`config.mk`:
```
export PLATFORM = sky130hd
export DESIGN_NAME = data_path
export DESIGN_NICKNAME = d
export VERILOG_FILES = /design/src/rtl/data_path.sv
export SDC_FILE = /design/constraint.sdc
export NUM_CORES = 2
export LEC_CHECK = 0
export CAP_MARGIN = 30
export CORE_MARGIN = 2
export CORE_UTILIZATION = 30
export DETAILED_ROUTE_END_ITERATION = 10
export GPL_ROUTABILITY_DRIVEN = 0
export PLACE_DENSITY = 0.53
export SYNTH_ARGS = -nofsm -noshare
export SYNTH_HDL_FRONTEND = slang
export SYNTH_SLANG_ARGS = --single-unit
```
`constraint.sdc`:
```
create_clock -name clock -period 3.9 [get_ports clock]
set_clock_uncertainty 0.05 [all_clocks]
set_input_delay 0.78 -clock clock [delete_from_list [all_inputs] [get_ports clock]]
set_output_delay 0.78 -clock clock [all_outputs]
set_load 0.02 [all_outputs]
```
`src/rtl/data_path.sv`:
```
// Single-bus 32-bit datapath: register file, special registers, MDR input mux,
// Y/Z adder staging and a fixed-priority bus multiplexer driven by out/in strobes.
module data_path (
    input  logic        clock,
    input  logic        clear,
    input  logic [31:0] Mdatain,
    input  logic        RAout,
    input  logic        R0out,
    input  logic        R1out,
    input  logic        R2out,
    input  logic        R3out,
    input  logic        R4out,
    input  logic        R5out,
    input  logic        R6out,
    input  logic        R7out,
    input  logic        R8out,
    input  logic        R9out,
    input  logic        R10out,
    input  logic        R11out,
    input  logic        R12out,
    input  logic        R13out,
    input  logic        R14out,
    input  logic        R15out,
    input  logic        RYout,
    input  logic        RZHIout,
    input  logic        RZLOout,
    input  logic        PCout,
    input  logic        IRout,
    input  logic        HIout,
    input  logic        LOout,
    input  logic        MDRout,
    input  logic        PORTout,
    input  logic        RAin,
    input  logic        R0in,
    input  logic        R1in,
    input  logic        R2in,
    input  logic        R3in,
    input  logic        R4in,
    input  logic        R5in,
    input  logic        R6in,
    input  logic        R7in,
    input  logic        R8in,
    input  logic        R9in,
    input  logic        R10in,
    input  logic        R11in,
    input  logic        R12in,
    input  logic        R13in,
    input  logic        R14in,
    input  logic        R15in,
    input  logic        RYin,
    input  logic        RZin,
    input  logic        PCin,
    input  logic        IRin,
    input  logic        HIin,
    input  logic        LOin,
    input  logic        MDRin,
    input  logic        PORTin,
    input  logic        Read,
    output logic [31:0] o_bus
);

    logic [31:0] r_gpr [16];
    logic [31:0] r_ra;
    logic [31:0] r_y;
    logic [63:0] r_z;
    logic [31:0] r_pc;
    logic [31:0] r_ir;
    logic [31:0] r_hi;
    logic [31:0] r_lo;
    logic [31:0] r_mdr;
    logic [31:0] r_port;

    logic [15:0] w_r_out;
    logic [15:0] w_r_in;
    logic [31:0] w_bus;
    logic [31:0] w_mdr_src;
    logic [63:0] w_alu;

    assign w_r_out = {R15out, R14out, R13out, R12out, R11out, R10out, R9out, R8out,
                      R7out,  R6out,  R5out,  R4out,  R3out,  R2out,  R1out, R0out};
    assign w_r_in  = {R15in,  R14in,  R13in,  R12in,  R11in,  R10in,  R9in,  R8in,
                      R7in,   R6in,   R5in,   R4in,   R3in,   R2in,   R1in,  R0in};

    // Sources are applied lowest priority first so later matches override; R0 ends up highest.
    always_comb begin
        w_bus = 32'h0;
        if (RYout)   w_bus = r_y;
        if (IRout)   w_bus = r_ir;
        if (PORTout) w_bus = r_port;
        if (MDRout)  w_bus = r_mdr;
        if (PCout)   w_bus = r_pc;
        if (RZLOout) w_bus = r_z[31:0];
        if (RZHIout) w_bus = r_z[63:32];
        if (LOout)   w_bus = r_lo;
        if (HIout)   w_bus = r_hi;
        if (RAout)   w_bus = r_ra;
        for (int i = 15; i >= 0; i--) begin
            if (w_r_out[i]) w_bus = r_gpr[i];
        end
    end

    assign w_mdr_src = Read ? Mdatain : w_bus;
    // Adder result is zero-extended; only bit 32 (carry) can be set in the upper half.
    assign w_alu     = {32'h0, r_y} + {32'h0, w_bus};
    assign o_bus     = w_bus;

    always_ff @(posedge clock or negedge clear) begin
        if (!clear) begin
            for (int i = 0; i < 16; i++) begin
                r_gpr[i] <= 32'h0;
            end
            r_ra   <= 32'h0;
            r_y    <= 32'h0;
            r_z    <= 64'h0;
            r_pc   <= 32'h0;
            r_ir   <= 32'h0;
            r_hi   <= 32'h0;
            r_lo   <= 32'h0;
            r_mdr  <= 32'h0;
            r_port <= 32'h0;
        end else begin
            for (int i = 0; i < 16; i++) begin
                if (w_r_in[i]) r_gpr[i] <= w_bus;
            end
            if (RAin)   r_ra   <= w_bus;
            if (RYin)   r_y    <= w_bus;
            if (RZin)   r_z    <= w_alu;
            if (PCin)   r_pc   <= w_bus;
            if (IRin)   r_ir   <= w_bus;
            if (HIin)   r_hi   <= w_bus;
            if (LOin)   r_lo   <= w_bus;
            if (MDRin)  r_mdr  <= w_mdr_src;
            if (PORTin) r_port <= w_bus;
        end
    end

endmodule

```
==> results.md <==
- Synth area leaders: dfrtp_1 (53%), mux2_2 (17%), a21oi_1 (3.8%)
- Die Wd: 360 um
- Crit path arrival time: 4600 ps
- Met2 Usage GRT: 32.6%
- Worst setup EP type: flop
- Synth async-reset ratio: 100%
- Seq cells post-synth: 801
- Worst r2r src: r_gpr[64]$_DFFE_PN0P_
- Post-synth EDFFs: 0
- Met3 usage: 4.02%
- Critical path buffers and inverters: 2
- Met1 usage in global routing: 30.4%
- Post-DP HPWL: 93100 um
- Most Crowded Layer GR: met2
- Tot GR Track Use: 21.1%
- Sink Count: 801
- Max Clk Rate: 243 MHz
- # nets final: 4015
- Placed Instance Area: 0.0445 mm2
- Fin. max-slew vios: 0
- Max cap viols: 0
- # setup viols final: 16
- DRC: 0
- Mapped Cells: 3399
- Worst path most repeated cell: a2111oi_4
- Vias in the first global route: 30.1k
- # IOs: 118
- Post-Route WL: 138000 um
- Gr ovfl total: 0
- Reg2Reg Depth: 17
- Clock power frac: 28.0%
- Root buf cell: clkbuf_16
- Power per Cell Area: 632 mW/mm2
- Seq pwr share: 38.3%
- Core area: 0.126 mm2
- Synth area leader: dfrtp_1
- Hold buffers post-CTS: 0
- Post-Syn Nets: 3521
- Crit Reg-Reg Endpoint: r_z[24]$_DFFE_PN0P_
- Final Critical Period: 4120 ps
- Worst skew pair latency: 670 ps
- Fin. Hold Viols: 0
- Row Count: 130
- Failing checks: setup timing
- Kind of critical path: reg -> reg
- DR vias/cell: 5.36
- Syn Std Cell Area: 0.0380 mm2
- Net Sw Frac: 32.5%
- Avg Inst Size Synth: 11.2 um2
- Worst path cell trace: a221o_1, a2111oi_4, buf_4, o211ai_1, a221oi_2, o21ai_4, ha_4, inv_2, fa_2, nor2b_2, o31ai_2, a21o_1, a2111oi_4, a211oi_4, o21bai_1, xor2_1, mux2_4
- Total of warnings raised by yosys: 0
- Reg clk slew, reported paths: 60 ps
- Num CTS Buffers: 88
- Port Buffers: 117
- First-pass GRT wire length: 207000 um
- Status: finished, violations left
- Worst-margin pin slew: 1040 ps
- Max VDD drop: 0.344 mV
- CP max stage delay: 380 ps
- Register area share after synthesis: 52.7%
- ANT nets after route: 0
- RSZ-0062 raised after global routing: true
- DR vias: 30.1k
- Area share of the largest cell type after synthesis: 52.7%
- Die Ht: 360 um
- P&R area growth vs syn: 32.6%
- Largest net degree at the start of global routing: 92
- Place WS: -1690 ps
- Initial antenna violation count: 14
- Slew margin rel.: 30.5%
- Drt pass-1 iters: 6
- Drt wl/cell: 24.6 um
- Setup TNS: -2000 ps
- Fin area: 0.0504 mm2
- Share of layout cells above drive strength 1: 41.9%
- Primary FF master, synth: dfrtp_1
- CTS HTree Levels: 3
- CP Launch Type: flop
- CTS max path bufs: 3
- Family with the most delay on the worst path: compound AO/OA/AOI/OAI gates
- Final worst path period share: 106%
- DRT iter0 DRCs: 2607
- Largest fanout on the critical path: 5
- Req. time, crit path: 4380 ps
- HP Class: in -> async
- Crit path from: r_gpr[64]$_DFFE_PN0P_
- Comb power frac: 33.6%
- CTS tree: yes
- CP max stage cell: dfrtp_1
- P_leak: 19.9 nW
- Sw Pwr: 10.3 mW
- Yosys cell types: 72
- Initial Util: 30.2%
- Die area: 0.130 mm2
- Final WS setup: -217 ps
- Int Pwr: 21.5 mW
- Filler cells: 12.0k
- Reg-to-reg slack, setup: -220 ps
how the worst max path moves through the flow:
| stage | end | slack, ps | cells after the start |
|---|---|---|---|
| final | r_z[24]$_DFFE_PN0P_ | -220 | 17 |
| after global routing | r_z[24]$_DFFE_PN0P_ | -350 | 17 |
| after CTS | r_z[24]$_DFFE_PN0P_ | -290 | 17 |
| after detailed placement | r_z[30]$_DFFE_PN0P_ | -1690 | 17 |
| after global placement | r_z[30]$_DFFE_PN0P_ | -1630 | 17 |
| after floorplan | r_z[24]$_DFFE_PN0P_ | -610 | 20 |
power groups by stage:
stage | Sequential (mW) | Combinational (mW) | Clock [mW]
finish | 12.2 | 10.7 | 8.93
global route | 12.5 | 11.5 | 9.46
CTS | 12.2 | 10.3 | 9.09
detailed placement | 12.3 | 9.15 | 0
global placement | 12.2 | 9.01 | 0
floorplan | 11.8 | 5.50 | 0
synthesized netlist by cell type, types with 7 or more instances:
cell type  instances
o2111ai_1         13
nor3b_1            9
inv_1             48
o21ai_0          143
and2_1            22
a221oi_1          30
and3_1             9
a22oi_1           38
a31oi_1           55
a21oi_1          285
nand2b_1          30
a2111oi_0          8
a211oi_1          12
nand2_1          174
a221o_1            7
clkbuf_2           8
xnor2_1           14
ha_1              35
o311ai_0          23
o221a_2            7
nor3_1            17
o21a_1            12
mux2i_1           23
mux2_2           589
nor2b_1           42
buf_2             64
clkbuf_1         226
dfrtp_1          801
o31ai_1           10
o221ai_1          14
a21o_1            19
a22o_1            23
buf_1             10
o22ai_1           93
a222oi_1          23
a2111o_1          23
nand3_1           18
o21ai_2           13
o311a_1           25
o21ai_1           16
o211ai_1          18
nor2_1           288
nand3b_1           9
repair_timing:
action / CTS / global route
setup endpoints to repair: 59 / 55
hold endpoints to repair: 0 / 0
pin swaps: 113 / 70
resized for setup: 493 / 101
cloned: 17 / 0
setup buffers: 79 / 16
area by class of cell:
cell class / instances / area, um2 / area share, %
flip-flops and latches: 801 / 20000 / 39.8
multi-input cells: 2236 / 18100 / 35.9
repair buffers: 717 / 6910 / 13.7
clock buffers: 125 / 2530 / 5.03
well taps: 1650 / 2060 / 4.10
clock inverters: 35 / 549 / 1.09
inverters: 49 / 203 / 0.402
diodes: 1 / 2.50 / 0.00497
state kept, by name, summed over array words and instances (netlist names):
name	flops
r_mdr	32
r_ra	32
r_z	33
r_port	32
r_hi	32
r_lo	32
r_pc	32
r_gpr	512
r_ir	32
r_y	32
kinds of logic (layout without fill, tap and decap cells):
logic type | Yosys count | count (layout) | synth area share, %
muxes | 612 | 612 | 18.1
and+or+nand+nor | 639 | 639 | 7.50
other | 0 | 1 | 0
adders and majority gates | 36 | 36 | 1.20
buffers and inverters | 362 | 926 | 3.90
xor gates and xnor gates | 18 | 18 | 0.415
DFF | 801 | 801 | 52.7
AOI/OAI and AO/OA | 931 | 931 | 16.2
routing by layer:
metal	vias to the layer above	share of wire [%]	wire length [um]
met1	15600	47	64400
met5	-	0.040	55
met2	871	45	62100
met4	10	2.4	3290
li1	13400	-	-
met3	180	6.1	8410
placed cells by master, fill, tap and decap left out, types with 38 or more instances in the layout:
master,n
a21oi_1,254
a22oi_1,38
a31oi_1,44
buf_12,72
buf_2,50
buf_4,474
buf_6,50
clkbuf_16,89
dfrtp_1,801
mux2_2,586
nand2_1,164
nor2_1,281
o21ai_0,86
o22ai_1,89
per-stage QoR:
| stage | std cells | utilization [%] | hold WS [ps] | total power [mW] |
|---|---|---|---|---|
| global placement | 5337 | 35.2 | 430 | 21.2 |
| floorplan | 3399 | - | 399 | 17.3 |
| detailed placement | 5347 | 35.4 | 436 | 21.4 |
| finish | 5614 | 40.1 | 52.6 | 31.8 |
| CTS | 5600 | 39.7 | 62.0 | 31.6 |
| global route | 5613 | 40.1 | 51.7 | 33.4 |
No activity file was read; power rests on OpenSTA's default activity.
